--- config.mk ---
export PLATFORM = sky130hd
export DESIGN_NAME = fifo_reader_flat
export DESIGN_NICKNAME = d
export VERILOG_FILES = /design/src/rtl/fifo_reader_if.sv /design/src/rtl/fifo_reader.sv /design/src/flat_wrapper.sv
export SDC_FILE = /design/constraint.sdc
export NUM_CORES = 1
export LEC_CHECK = 0
export ABC_AREA = 1
export CORE_AREA = 2 2 39 41
export DETAILED_ROUTE_END_ITERATION = 10
export DIE_AREA = 0 0 41 43
export PLACE_DENSITY_LB_ADDON = 0.2
export SLEW_MARGIN = 20
export SYNTH_ARGS = -nofsm -noshare
export SYNTH_HDL_FRONTEND = slang
export SYNTH_SLANG_ARGS = --single-unit
--- constraint.sdc ---
create_clock -name clk -period 1.65 [get_ports clk]
set_clock_uncertainty 0.15 [all_clocks]
set_input_delay 0.495 -clock clk [delete_from_list [all_inputs] [get_ports clk]]
set_output_delay 0.495 -clock clk [all_outputs]
set_load 0.02 [all_outputs]
--- src/rtl/fifo_reader_if.sv ---
// Bundles the FIFO-side and downstream-side signals of fifo_reader.
// master: the environment (FIFO + downstream consumer); slave: the reader itself.
// Clock and reset stay plain ports on the modules.
interface fifo_reader_if #(
    parameter int SIZE = 2
) ();
    logic            fifo_empty;
    logic [SIZE-1:0] fifo_item;
    logic            fifo_read;
    logic            out_valid;
    logic            out_ready;
    logic [SIZE-1:0] out_item;
    logic            flush;
    logic            flush_busy;

    modport master (
        output fifo_empty, fifo_item, out_ready, flush,
        input  fifo_read, out_valid, out_item, flush_busy
    );

    modport slave (
        input  fifo_empty, fifo_item, out_ready, flush,
        output fifo_read, out_valid, out_item, flush_busy
    );
endinterface

--- src/rtl/fifo_reader.sv ---
// Purpose: pops a show-ahead FIFO into a 2-entry skid buffer feeding a valid/ready channel; flush drains and discards everything.
// Latency: an item popped in cycle N is presented on out_item/out_valid in cycle N+1; one item per cycle sustained.
// Backpressure: out_ready=0 fills the buffer to 2 entries, then fifo_read drops; FIFO_READER_STATS_EN adds deliv/drop counters.
module fifo_reader #(
    parameter int SIZE     = 2,
    parameter int ROUTERID = -1
) (
    input  logic clk,
    input  logic reset,
    fifo_reader_if.slave bus
`ifdef FIFO_READER_STATS_EN
    ,
    output logic [15:0] deliv_count,
    output logic [15:0] drop_count
`endif
);

    if (SIZE < 1 || ROUTERID < -1) begin : g_param_check
        $error("fifo_reader: SIZE must be >= 1 and ROUTERID >= -1");
    end

    typedef enum logic {
        RUN   = 1'b0,
        FLUSH = 1'b1
    } state_t;

    state_t          state;
    logic [1:0]      occ;
    logic [SIZE-1:0] buf0;
    logic [SIZE-1:0] buf1;
    logic            read;
    logic            deq;
    logic            push;

    // Pop decision uses only registered state and the empty flag, never out_ready or flush.
    always_comb begin
        read = 1'b0;
        if (!reset) begin
            if (state == FLUSH) begin
                read = !bus.fifo_empty;
            end else begin
                read = !bus.fifo_empty && (occ != 2'd2);
            end
        end
    end

    assign deq  = (occ != 2'd0) && bus.out_ready;
    assign push = (state == RUN) && read && !bus.flush;

    assign bus.fifo_read  = read;
    assign bus.out_valid  = (occ != 2'd0);
    assign bus.out_item   = buf0;
    assign bus.flush_busy = (state == FLUSH);

    // Run/flush state machine together with the skid buffer; flushing empties the buffer so out_valid falls with it.
    always_ff @(posedge clk) begin
        if (reset) begin
            state <= RUN;
            occ   <= 2'd0;
            buf0  <= '0;
            buf1  <= '0;
        end else begin
            case (state)
                RUN: begin
                    if (bus.flush) begin
                        state <= FLUSH;
                        occ   <= 2'd0;
                    end else begin
                        case ({push, deq})
                            2'b10: begin
                                if (occ == 2'd0) buf0 <= bus.fifo_item;
                                else             buf1 <= bus.fifo_item;
                                occ <= occ + 2'd1;
                            end
                            2'b01: begin
                                buf0 <= buf1;
                                occ  <= occ - 2'd1;
                            end
                            2'b11: begin
                                if (occ == 2'd1) begin
                                    buf0 <= bus.fifo_item;
                                end else begin
                                    buf0 <= buf1;
                                    buf1 <= bus.fifo_item;
                                end
                            end
                            default: ;
                        endcase
                    end
                end
                FLUSH: begin
                    if (bus.fifo_empty && !bus.flush) state <= RUN;
                end
                default: state <= RUN;
            endcase
        end
    end

`ifdef FIFO_READER_STATS_EN
    logic [1:0]  drop_n;
    logic [16:0] drop_sum;

    // Items discarded this cycle: buffered entries not delivered plus the pop taken on the flush cycle.
    always_comb begin
        drop_n = 2'd0;
        if (state == RUN && bus.flush) begin
            drop_n = occ - {1'b0, deq} + {1'b0, read};
        end else if (state == FLUSH) begin
            drop_n = {1'b0, read};
        end
    end

    assign drop_sum = {1'b0, drop_count} + {15'd0, drop_n};

    // Saturating delivery and drop counters.
    always_ff @(posedge clk) begin
        if (reset) begin
            deliv_count <= 16'd0;
            drop_count  <= 16'd0;
        end else begin
            if (deq && deliv_count != 16'hFFFF) deliv_count <= deliv_count + 16'd1;
            drop_count <= drop_sum[16] ? 16'hFFFF : drop_sum[15:0];
        end
    end
`endif

endmodule

--- src/flat_wrapper.sv ---
// flat-port wrapper written by rule: the top's interface ports become plain ports
module fifo_reader_flat 
#(
    parameter int SIZE     = 2,
    parameter int ROUTERID = -1
)
  (clk, reset, bus_fifo_empty, bus_fifo_item, bus_out_ready, bus_flush, bus_fifo_read, bus_out_valid, bus_out_item, bus_flush_busy);
  fifo_reader_if #(.SIZE(SIZE)) bus_i ();
  input  logic clk;
  input  logic reset;
  input wire logic [$bits(bus_i.fifo_empty)-1:0] bus_fifo_empty;
  input wire logic [$bits(bus_i.fifo_item)-1:0] bus_fifo_item;
  input wire logic [$bits(bus_i.out_ready)-1:0] bus_out_ready;
  input wire logic [$bits(bus_i.flush)-1:0] bus_flush;
  output wire logic [$bits(bus_i.fifo_read)-1:0] bus_fifo_read;
  output wire logic [$bits(bus_i.out_valid)-1:0] bus_out_valid;
  output wire logic [$bits(bus_i.out_item)-1:0] bus_out_item;
  output wire logic [$bits(bus_i.flush_busy)-1:0] bus_flush_busy;
  assign bus_i.fifo_empty = bus_fifo_empty;
  assign bus_i.fifo_item = bus_fifo_item;
  assign bus_i.out_ready = bus_out_ready;
  assign bus_i.flush = bus_flush;
  assign bus_fifo_read = bus_i.fifo_read;
  assign bus_out_valid = bus_i.out_valid;
  assign bus_out_item = bus_i.out_item;
  assign bus_flush_busy = bus_i.flush_busy;
  fifo_reader #(.SIZE(SIZE), .ROUTERID(ROUTERID)) u_core (.clk(clk), .reset(reset), .bus(bus_i));
endmodule
==> impl_metrics.yaml <==
power_and_ir_drop:
  p_sw_mw: 0.191
  fin_total_pwr_mw: 0.574
  peakVddDrop_v: 0.000400
  seqPwrFrac_pct: 33.9
  p_leak_nw: 0.390
  netSwitchingFraction_pct: 33.3
  intPower_mw: 0.383
  clkPwrFrac_pct: 27.3
  pwr-share-comb_pct: 38.8
  power_density_nw_per_um2: 728
logic_synthesis:
  synthFlopType: "dfxtp_1"
  synth_cells: 77
  avgSynthCellArea_sq_um: 6.58
  syn_nets: 87
  synth_seq_cells: 7
  synth_warnings: 0
  yosysSeqAreaShare_pct: 27.7
  ys_types: 19
  async_flop_share_pct: 0
  synth_edf_count: 0
  syn-cell-area_sq_um: 507
min_path:
  min-delay-start: "u_core.buf1[0]"
  min_path_type: "flop to flop"
routing:
  drt_drc_violations_left: 0
  dr.pass1.iters: 4
  routed_wl_microns: 1090
  drtAntennaViolNets: 0
  drt-vias-per-instance: 4.46
  wl_per_cell_microns: 9.17
  drtIter0Drc: 13
  vias: 531
clocking:
  numCtsBuffers: 3
  hold_buffers: 0
  h-tree-depth: 1
  cts_buffer_depth: 2
  clk_pin_slew_ns: 0.06
  cts_tree: "done"
  cts_sinks: 7
  clkLatencyLatePin_ns: 0.25
  cts-root-buf: "clkbuf_4"
final_layout:
  finish.utilization_pct: 57.0
  finalNetCount: 114
  antenna_cells: 0
  area_delta_synth_final_pct: 55.6
  layout_common_cells: "nand2_1 (17), nor2_1 (14), buf_4 (11)"
  layout.cells.non_filler: 119
  nFillCells: 141
  drive_gt1_share_pct: 37.9
  layout_commonest_cell: "nand2_1"
die:
  dieHeight_microns: 43
  initial_core_util_pct: 36.6
  core-area_sq_um: 1380
  die_w_microns: 41
  io_pins: 12
  die_area_sq_um: 1760
  rows: 14
global_routing:
  antenna_found_initial: 0
  grt_pass1_wl_microns: 1900
  grt_overflow: 0
  grt_max_degree: 7
  grt.total_usage_pct: 15.9
  grt_pass1_vias: 491
setup_path:
  cp.required_ns: 1.00
  worst_ep_arrival_time_ns: 1.08
  worst-setup-path-type: "primary input to primary output"
  cp_max_fo: 2
  crit_path_end_kind: "primary output"
  cp-startpoint: "bus_fifo_empty"
  timing.rr.start: "u_core.occ[1]"
  critPathLaunchType: "primary input"
run_status:
  violations: "negative setup slack"
  status: "finished, violations left"
sta:
  timing.final.max_slew_violations: 0
  rsz0062_at_grt: "yes"
  period_needed_ns: 1.73
  maxSlewHeadroom_pct: 86.1
  fmax_ghz: 0.579
  hold_slack_ns: 0.341
  setup_ws_ns: -0.0777
  tns_ns: -0.0777
  setup_viol: 1
  hold_violations: 0
  post-route-period-util_pct: 105
  worst_slew_pin_slew_ns: 0.209
job:
  max_cap_violations: 0
placement:
  place_inst: 114
  hpwl_microns: 878
  gp_congestion: 0.761
  io_buffers: 11
-- kinds of logic after synthesis --
| kind of cell | synth area share (%) |
|---|---|
| buffers and inverters | 9.87 |
| adder cells (fa/ha/maj) | 7.41 |
| AND/OR/NAND/NOR | 44.9 |
| flip-flops | 27.7 |
| AO/OA/AOI/OAI | 10.1 |
-- routing by layer --
metal / wire [microns] / global-route usage, % / vias up
met5: 0 / 0 / -
met4: 12 / 8.00 / 0
met3: 51 / 4.71 / 2
met2: 520 / 23.1 / 10
met1: 505 / 20.4 / 227
li1: - / - / 292
-- per-stage QoR --
stage,area [sq um],worst slack [ns]
floorplan,507,0.140
CTS,756,-0.115
global placement,712,-0.784
global route,788,-0.117
finish,788,-0.0777
detailed placement,712,-0.779
-- critical path, stage by stage --
cell           delay [ns]
dlygate4sd2_1        0.27
nor2_4               0.10
nand2_2              0.06
inv_2                0.06
buf_6                0.11
-- cells in the mapped netlist (2+ instances only) --
cell | n | share of area (%)
dfxtp_1 | 7 | 28
nor2_1 | 14 | 10
o21ai_0 | 4 | 4.0
nand2_1 | 18 | 13
nand3_1 | 3 | 3.0
ha_1 | 3 | 7.4
o21ai_1 | 3 | 3.0
inv_1 | 7 | 5.2
inv_2 | 4 | 3.0
nand2_2 | 4 | 4.9
nor2_4 | 2 | 4.4
-- path summary, 6_finish.rpt --
kind / endpoint / slack [ns] / cells past startpoint
setup / recovery: bus_fifo_read / -0.08 / 5
hold / removal: u_core.buf1[0] / 0.34 / 2
setup reg to reg: u_core.occ[1] / 0.11 / 11
hold reg to reg: u_core.buf1[0] / 0.34 / 2
-- sequential cells by signal (all words and copies together), names as in the netlist --
signal                 cells
u_core.bus.out_item        2
u_core.buf1                2
u_core.bus.flush_busy      1
u_core.occ                 2
-- power by group through the flow --
stage / clock (mW) / sequential (mW) / combinational (mW)
2_1_floorplan: 0 / 0.200 / 0.109
3_3_place_gp: 0 / 0.193 / 0.209
3_5_place_dp: 0 / 0.193 / 0.209
4_1_cts: 0.164 / 0.193 / 0.214
5_1_grt: 0.174 / 0.196 / 0.249
6_report: 0.157 / 0.195 / 0.223
-- final cells by class --
type	instances	area, sq um	share of cell area, %
tap	16	20.0	2.54
clock buffer	4	26.3	3.33
sequential	7	143	18.1
multi-input combinational	57	353	44.8
timing repair buffer	22	194	24.6
inverter	13	52.6	6.67
-- repair_timing --
item | CTS | global route
gates resized for setup | 24 | 8
setup endpoints to repair | 11 | 9
pin swaps | 1 | 4
setup buffers | 0 | 1
No activity file was read; power rests on OpenSTA's default activity.
